`src/rtl/ctrl_pkg.sv`:
```
// Shared encodings for the multicycle MIPS-subset control path: FSM states, ALU select codes,
// opcode/funct constants and datapath mux encodings.
package ctrl_pkg;

  typedef enum logic [3:0] {
    StFetch   = 4'd0,
    StDecode  = 4'd1,
    StMemAddr = 4'd2,
    StMemRd   = 4'd3,
    StMemWb   = 4'd4,
    StMemWr   = 4'd5,
    StExecR   = 4'd6,
    StRWb     = 4'd7,
    StBranch  = 4'd8,
    StJump    = 4'd9,
    StExecI   = 4'd10,
    StIWb     = 4'd11
  } state_e;

  localparam logic [3:0] ALU_AND = 4'b0000;
  localparam logic [3:0] ALU_OR  = 4'b0001;
  localparam logic [3:0] ALU_ADD = 4'b0010;
  localparam logic [3:0] ALU_SUB = 4'b0110;
  localparam logic [3:0] ALU_SLT = 4'b0111;
  localparam logic [3:0] ALU_NOR = 4'b1100;

  localparam logic [5:0] OP_RTYPE = 6'h00;
  localparam logic [5:0] OP_J     = 6'h02;
  localparam logic [5:0] OP_BEQ   = 6'h04;
  localparam logic [5:0] OP_ADDI  = 6'h08;
  localparam logic [5:0] OP_SLTI  = 6'h0A;
  localparam logic [5:0] OP_LW    = 6'h23;
  localparam logic [5:0] OP_SW    = 6'h2B;

  localparam logic [5:0] FN_ADD = 6'h20;
  localparam logic [5:0] FN_SUB = 6'h22;
  localparam logic [5:0] FN_AND = 6'h24;
  localparam logic [5:0] FN_OR  = 6'h25;
  localparam logic [5:0] FN_NOR = 6'h27;
  localparam logic [5:0] FN_SLT = 6'h2A;

  localparam logic [1:0] ALUB_REG     = 2'b00;
  localparam logic [1:0] ALUB_FOUR    = 2'b01;
  localparam logic [1:0] ALUB_IMM     = 2'b10;
  localparam logic [1:0] ALUB_IMM_SH2 = 2'b11;

  localparam logic [1:0] PC_ALU    = 2'b00;
  localparam logic [1:0] PC_ALUOUT = 2'b01;
  localparam logic [1:0] PC_JUMP   = 2'b10;

endpackage

```
`src/rtl/alu_op_decode.sv`:
```
// R-type funct to ALU select map; funct_valid_o flags the supported subset.
module alu_op_decode
  import ctrl_pkg::*;
(
  input  logic [5:0] funct_i,
  output logic [3:0] sel_o,
  output logic       funct_valid_o
);

  always_comb begin
    sel_o         = ALU_ADD;
    funct_valid_o = 1'b1;
    case (funct_i)
      FN_ADD:  sel_o = ALU_ADD;
      FN_SUB:  sel_o = ALU_SUB;
      FN_AND:  sel_o = ALU_AND;
      FN_OR:   sel_o = ALU_OR;
      FN_NOR:  sel_o = ALU_NOR;
      FN_SLT:  sel_o = ALU_SLT;
      default: funct_valid_o = 1'b0;
    endcase
  end

endmodule

```
`src/rtl/multicycle_control.sv`:
```
// Main control FSM for the multicycle MIPS-subset datapath. Outputs decode the current state;
// pc_write/ir_write are further qualified by mem_ready, zf and reset.
module multicycle_control
  import ctrl_pkg::*;
(
  input  logic       clk,
  input  logic       rst_n,
  input  logic [5:0] opcode,
  input  logic [5:0] funct,
  input  logic       zf,
  input  logic       mem_ready,
  output logic       pc_write,
  output logic       ir_write,
  output logic       iord,
  output logic       mem_read,
  output logic       mem_write,
  output logic       reg_write,
  output logic       reg_dst,
  output logic       mem_to_reg,
  output logic       alu_src_a,
  output logic [1:0] alu_src_b,
  output logic [1:0] pc_source,
  output logic [3:0] sel,
  output logic       illegal,
  output logic [3:0] state
);

  state_e     state_q, state_d;
  logic [3:0] r_sel;
  logic       funct_valid;

  alu_op_decode u_alu_op_decode (
    .funct_i       (funct),
    .sel_o         (r_sel),
    .funct_valid_o (funct_valid)
  );

  always_ff @(posedge clk or negedge rst_n) begin
    if (!rst_n) begin
      state_q <= StFetch;
    end else begin
      state_q <= state_d;
    end
  end

  assign state = state_q;

  always_comb begin
    state_d    = StFetch;
    pc_write   = 1'b0;
    ir_write   = 1'b0;
    iord       = 1'b0;
    mem_read   = 1'b0;
    mem_write  = 1'b0;
    reg_write  = 1'b0;
    reg_dst    = 1'b0;
    mem_to_reg = 1'b0;
    alu_src_a  = 1'b0;
    alu_src_b  = ALUB_REG;
    pc_source  = PC_ALU;
    sel        = ALU_AND;
    illegal    = 1'b0;

    unique case (state_q)
      StFetch: begin
        mem_read  = 1'b1;
        alu_src_b = ALUB_FOUR;
        sel       = ALU_ADD;
        // The reset gate keeps a ready memory from loading PC/IR while rst_n is held low.
        ir_write  = mem_ready & rst_n;
        pc_write  = mem_ready & rst_n;
        state_d   = mem_ready ? StDecode : StFetch;
      end
      StDecode: begin
        alu_src_b = ALUB_IMM_SH2;
        sel       = ALU_ADD;
        case (opcode)
          OP_RTYPE: begin
            state_d = funct_valid ? StExecR : StFetch;
            illegal = ~funct_valid;
          end
          OP_LW, OP_SW:     state_d = StMemAddr;
          OP_BEQ:           state_d = StBranch;
          OP_ADDI, OP_SLTI: state_d = StExecI;
          OP_J:             state_d = StJump;
          default: begin
            state_d = StFetch;
            illegal = 1'b1;
          end
        endcase
      end
      StMemAddr: begin
        alu_src_a = 1'b1;
        alu_src_b = ALUB_IMM;
        sel       = ALU_ADD;
        state_d   = (opcode == OP_LW) ? StMemRd : StMemWr;
      end
      StMemRd: begin
        mem_read = 1'b1;
        iord     = 1'b1;
        state_d  = mem_ready ? StMemWb : StMemRd;
      end
      StMemWb: begin
        reg_write  = 1'b1;
        mem_to_reg = 1'b1;
        state_d    = StFetch;
      end
      StMemWr: begin
        mem_write = 1'b1;
        iord      = 1'b1;
        state_d   = mem_ready ? StFetch : StMemWr;
      end
      StExecR: begin
        alu_src_a = 1'b1;
        alu_src_b = ALUB_REG;
        sel       = r_sel;
        state_d   = StRWb;
      end
      StRWb: begin
        reg_write = 1'b1;
        reg_dst   = 1'b1;
        state_d   = StFetch;
      end
      StBranch: begin
        alu_src_a = 1'b1;
        alu_src_b = ALUB_REG;
        sel       = ALU_SUB;
        pc_source = PC_ALUOUT;
        pc_write  = zf;
        state_d   = StFetch;
      end
      StJump: begin
        pc_source = PC_JUMP;
        pc_write  = 1'b1;
        state_d   = StFetch;
      end
      StExecI: begin
        alu_src_a = 1'b1;
        alu_src_b = ALUB_IMM;
        sel       = (opcode == OP_SLTI) ? ALU_SLT : ALU_ADD;
        state_d   = StIWb;
      end
      StIWb: begin
        reg_write = 1'b1;
        state_d   = StFetch;
      end
      default: state_d = StFetch;
    endcase
  end

endmodule

```
`config.mk`:
```
export PLATFORM = sky130hd
export DESIGN_NAME = multicycle_control
export DESIGN_NICKNAME = d
export VERILOG_FILES = /design/src/rtl/ctrl_pkg.sv /design/src/rtl/alu_op_decode.sv /design/src/rtl/multicycle_control.sv
export SDC_FILE = /design/constraint.sdc
export NUM_CORES = 1
export LEC_CHECK = 0
export ABC_CLOCK_PERIOD_IN_PS = 2400
export BUFFER_PORTS_ARGS = -buffer_cell sky130_fd_sc_hd__buf_2
export CORE_UTILIZATION = 42
export DETAILED_ROUTE_END_ITERATION = 8
export PLACE_DENSITY_LB_ADDON = 0.15
export SLEW_MARGIN = 20
export SYNTH_ARGS = -nofsm -noshare
export SYNTH_HDL_FRONTEND = slang
export SYNTH_SLANG_ARGS = --single-unit
```
`constraint.sdc`:
```
create_clock -name clk -period 2.4 [get_ports clk]
set_clock_uncertainty 0.2 [all_clocks]
set_input_delay 0.72 -clock clk [delete_from_list [all_inputs] [get_ports clk]]
set_output_delay 0.72 -clock clk [all_outputs]
set_load 0.01 [all_outputs]
```
==> impl_metrics.yaml <==
run_status:
  status: "finished with violations"
  violations: "setup timing"
clocking:
  clk_root_buffer_cell: "sky130_fd_sc_hd__clkbuf_4"
  clock_tree_from_tritoncts: "done"
  cts-buffers-inserted: 3
  clockBufferDepth: 2
  clock_pin_slew_worst_setup_and_hold_paths_ns: 0.04
  clock-sinks: 4
  clock_network_latency_to_the_later_pin_of_the_worst_skew_pair_ns: 0.23
  clock_tree.htree_level_count: 1
finish:
  fillerInstances: 56
  nNetsFinal: 177
  most-common-layout-cells: "sky130_fd_sc_hd__buf_2, sky130_fd_sc_hd__buf_4, sky130_fd_sc_hd__nor2_1"
  largest_reg_flops: 4
  stdcell_area_sq_um: 1240
  layout-drive-gt1-share_pct: 57.2
  multi_input_area_sq_um: 608
  post_layout_nonfiller_instances: 174
  antenna-diode-count: 0
  sequential_cell_area_sq_um: 100
  mostFrequentLayoutCell: "sky130_fd_sc_hd__buf_2"
  layout-area-overhead-vs-synth_pct: 95.5
timing:
  worst_slew_margin_rel_pct: 68.1
  min_period_ns: 2.64
  period_share_pct: 110
  max_clock_freq_mhz: 378
  setup_repair_after_global_routing_missed_its_margin: "yes"
  setup_ws_ns: -0.245
  finalSetupViolations: 5
  finalMaxSlewViolations: 0
  hold_viol_final: 0
  worst-slew-pin-transition_ns: 0.474
yosys:
  syn-instance-count: 96
  synth.ff_latch_count: 4
  yosysWarnings: 0
  synth_adder_area_share_pct: 0
  synth_fp_nets: 112
  dominantRegCellSynth: "sky130_fd_sc_hd__dfrtp_1"
  synth_compound_gate_area_share_pct: 28.0
  synth_enable_flop_cells: 0
  number_of_different_library_cells_in_the_post_synthesis_netlist: 40
  yosys.area_share.simple_pct: 43.3
  async_flop_share_pct: 100
  synth_seq_area_share_pct: 15.7
  yosys-mux-area-fraction_pct: 3.15
  mappedNetlistArea_sq_um: 636
  synth_area_per_cell_sq_um: 6.62
  largest_family_of_logic_cells_by_synthesized_area: "simple AND/OR/NAND/NOR gates"
  yosys.area_share.xor_xnor_pct: 2.76
place:
  place.port_buffers: 37
  place_inst: 165
  dp_hpwl_mm: 1.68
  placed_area_sq_um: 1010
  place_worst_setup_slack_ns: -0.318
  globalplace.congestion: 0.847
global_routing:
  grt_overflow: 0
  globalRouteTotalUtil_pct: 30.4
  wire_length_of_the_first_global_routing_pass_mm: 3.34
  initial_antenna_violation_count: 0
  pin_count_of_the_biggest_net_entering_global_routing: 17
  number_of_global_route_vias_before_repair: 779
worst_setup_path:
  end_kind: "output port"
  timing.critical_path.arrival_ns: 1.72
  worstReg2RegEnd: "state[3]"
  critPathMaxFanout: 3
  worst_reg_to_reg_setup_slack_ns: 0.65
  critPathRequiredTime_ns: 1.48
  critical_path.reg2reg.startpoint: "state[1]"
  reg2reg_depth: 5
  critical_path.startpoint_type: "primary input"
  criticalPathCategory: "in -> out"
floorplan:
  floorplan.die.height_microns: 40.9
  placeableCoreArea_sq_um: 1350
  die_x_microns: 40.9
  die_area_sq_um: 1670
  placementRows: 13
  starting_density_pct: 47.1
  i_o_pin_cnt: 38
power_and_ir_drop:
  power_leakage_nw: 0.604
  total_power_w: 0.000309
  power-per-cell-area_nw_per_um2: 249
  max-vdd-ir-drop_mv: 0.412
detailed_routing:
  drc_violation_total_after_the_first_tritonroute_iteration: 39
  post-route-drc-count: 0
  route.antenna.remaining_nets: 0
  drt-wirelength-per-cell_microns: 16.4
  drt-pass1-iter-count: 4
  finalWirelength_mm: 2.86
  vias: 1058
  vias_per_cell: 6.08
flow_run:
  drv.max_cap_violation_count: 0
min_path:
  worstHoldPathType: "in -> async"
==> where the power goes <==
group          internal [W]  leakage [nW]  switching [W]  total (W)
logic             0.0000772         0.536      0.0000783   0.000155
clock network     0.0000558        0.0138      0.0000260  0.0000818
registers         0.0000701        0.0543     0.00000161  0.0000717
==> worst max path at each step <==
| stage | slack (ns) | cells past startpoint | endpoint | startpoint |
|---|---|---|---|---|
| after floorplan | -0.04 | 4 | sel[2] | funct[1] |
| after global placement | -0.30 | 6 | sel[2] | funct[1] |
| after detailed placement | -0.32 | 6 | sel[2] | funct[1] |
| after CTS | -0.23 | 6 | sel[2] | funct[4] |
| after global routing | -0.31 | 6 | sel[2] | funct[4] |
| final | -0.24 | 6 | sel[2] | funct[4] |
==> final cells by class <==
type,instances,share of cell area (%)
flip-flops and latches,4,8.06
clock buffers,3,1.81
well taps,15,1.51
repair buffers,65,37.7
inverters,4,2.01
multi-input cells,83,48.9
==> routing by layer <==
layer  up-vias  routed length (microns)  global-route usage (%)
met4         0                       66                    5.83
met1       493                     1120                    37.0
met3         8                      202                    7.07
met5         -                        0                       0
met2        74                     1470                    53.5
li1        483                        -                       -
==> timing repair <==
action / 4_1_cts / 5_1_grt
cloned: 0 / 1
hold buffers: 0 / 0
buffers inserted: 1 / 4
resized for setup: 18 / 23
pin swaps: 4 / 6
setup endpoints to repair: 8 / 7
==> critical path, stage by stage <==
cell	delay [ns]
sky130_fd_sc_hd__buf_6	0.09
sky130_fd_sc_hd__nand2b_4	0.14
sky130_fd_sc_hd__or4_4	0.42
sky130_fd_sc_hd__nand2b_4	0.15
sky130_fd_sc_hd__nand3b_1	0.08
sky130_fd_sc_hd__buf_2	0.13
==> per-stage QoR <==
step	util, %	hold slack [ns]	TNS (ns)
after detailed placement	74.6	0.426	-1.30
after global placement	74.6	0.426	-1.20
after floorplan	-	0.224	-0.108
after CTS	82.6	0.177	-0.837
final	92.0	0.181	-0.973
after global routing	92.0	0.184	-1.36
==> cell usage after synthesis (all sizes together) (3+ instances only) <==
cell type,n,share of area (%)
buf,4,4.1
nor3,4,3.1
nand2b,4,5.5
a21oi,5,3.9
dfrtp,4,16
o21ai,5,3.9
inv,4,2.4
nor2,17,10
nor4,3,3.0
nor2b,4,3.9
nand2,10,5.9
==> logic make-up after synthesis <==
| kind of cell | count (synthesis) |
|---|---|
| and+or+nand+nor | 53 |
| DFF | 4 |
| AOI/OAI and AO/OA | 26 |
| xor gates and xnor gates | 2 |
| buffers and inverters | 9 |
| muxes | 2 |
No activity file was read; power rests on OpenSTA's default activity.
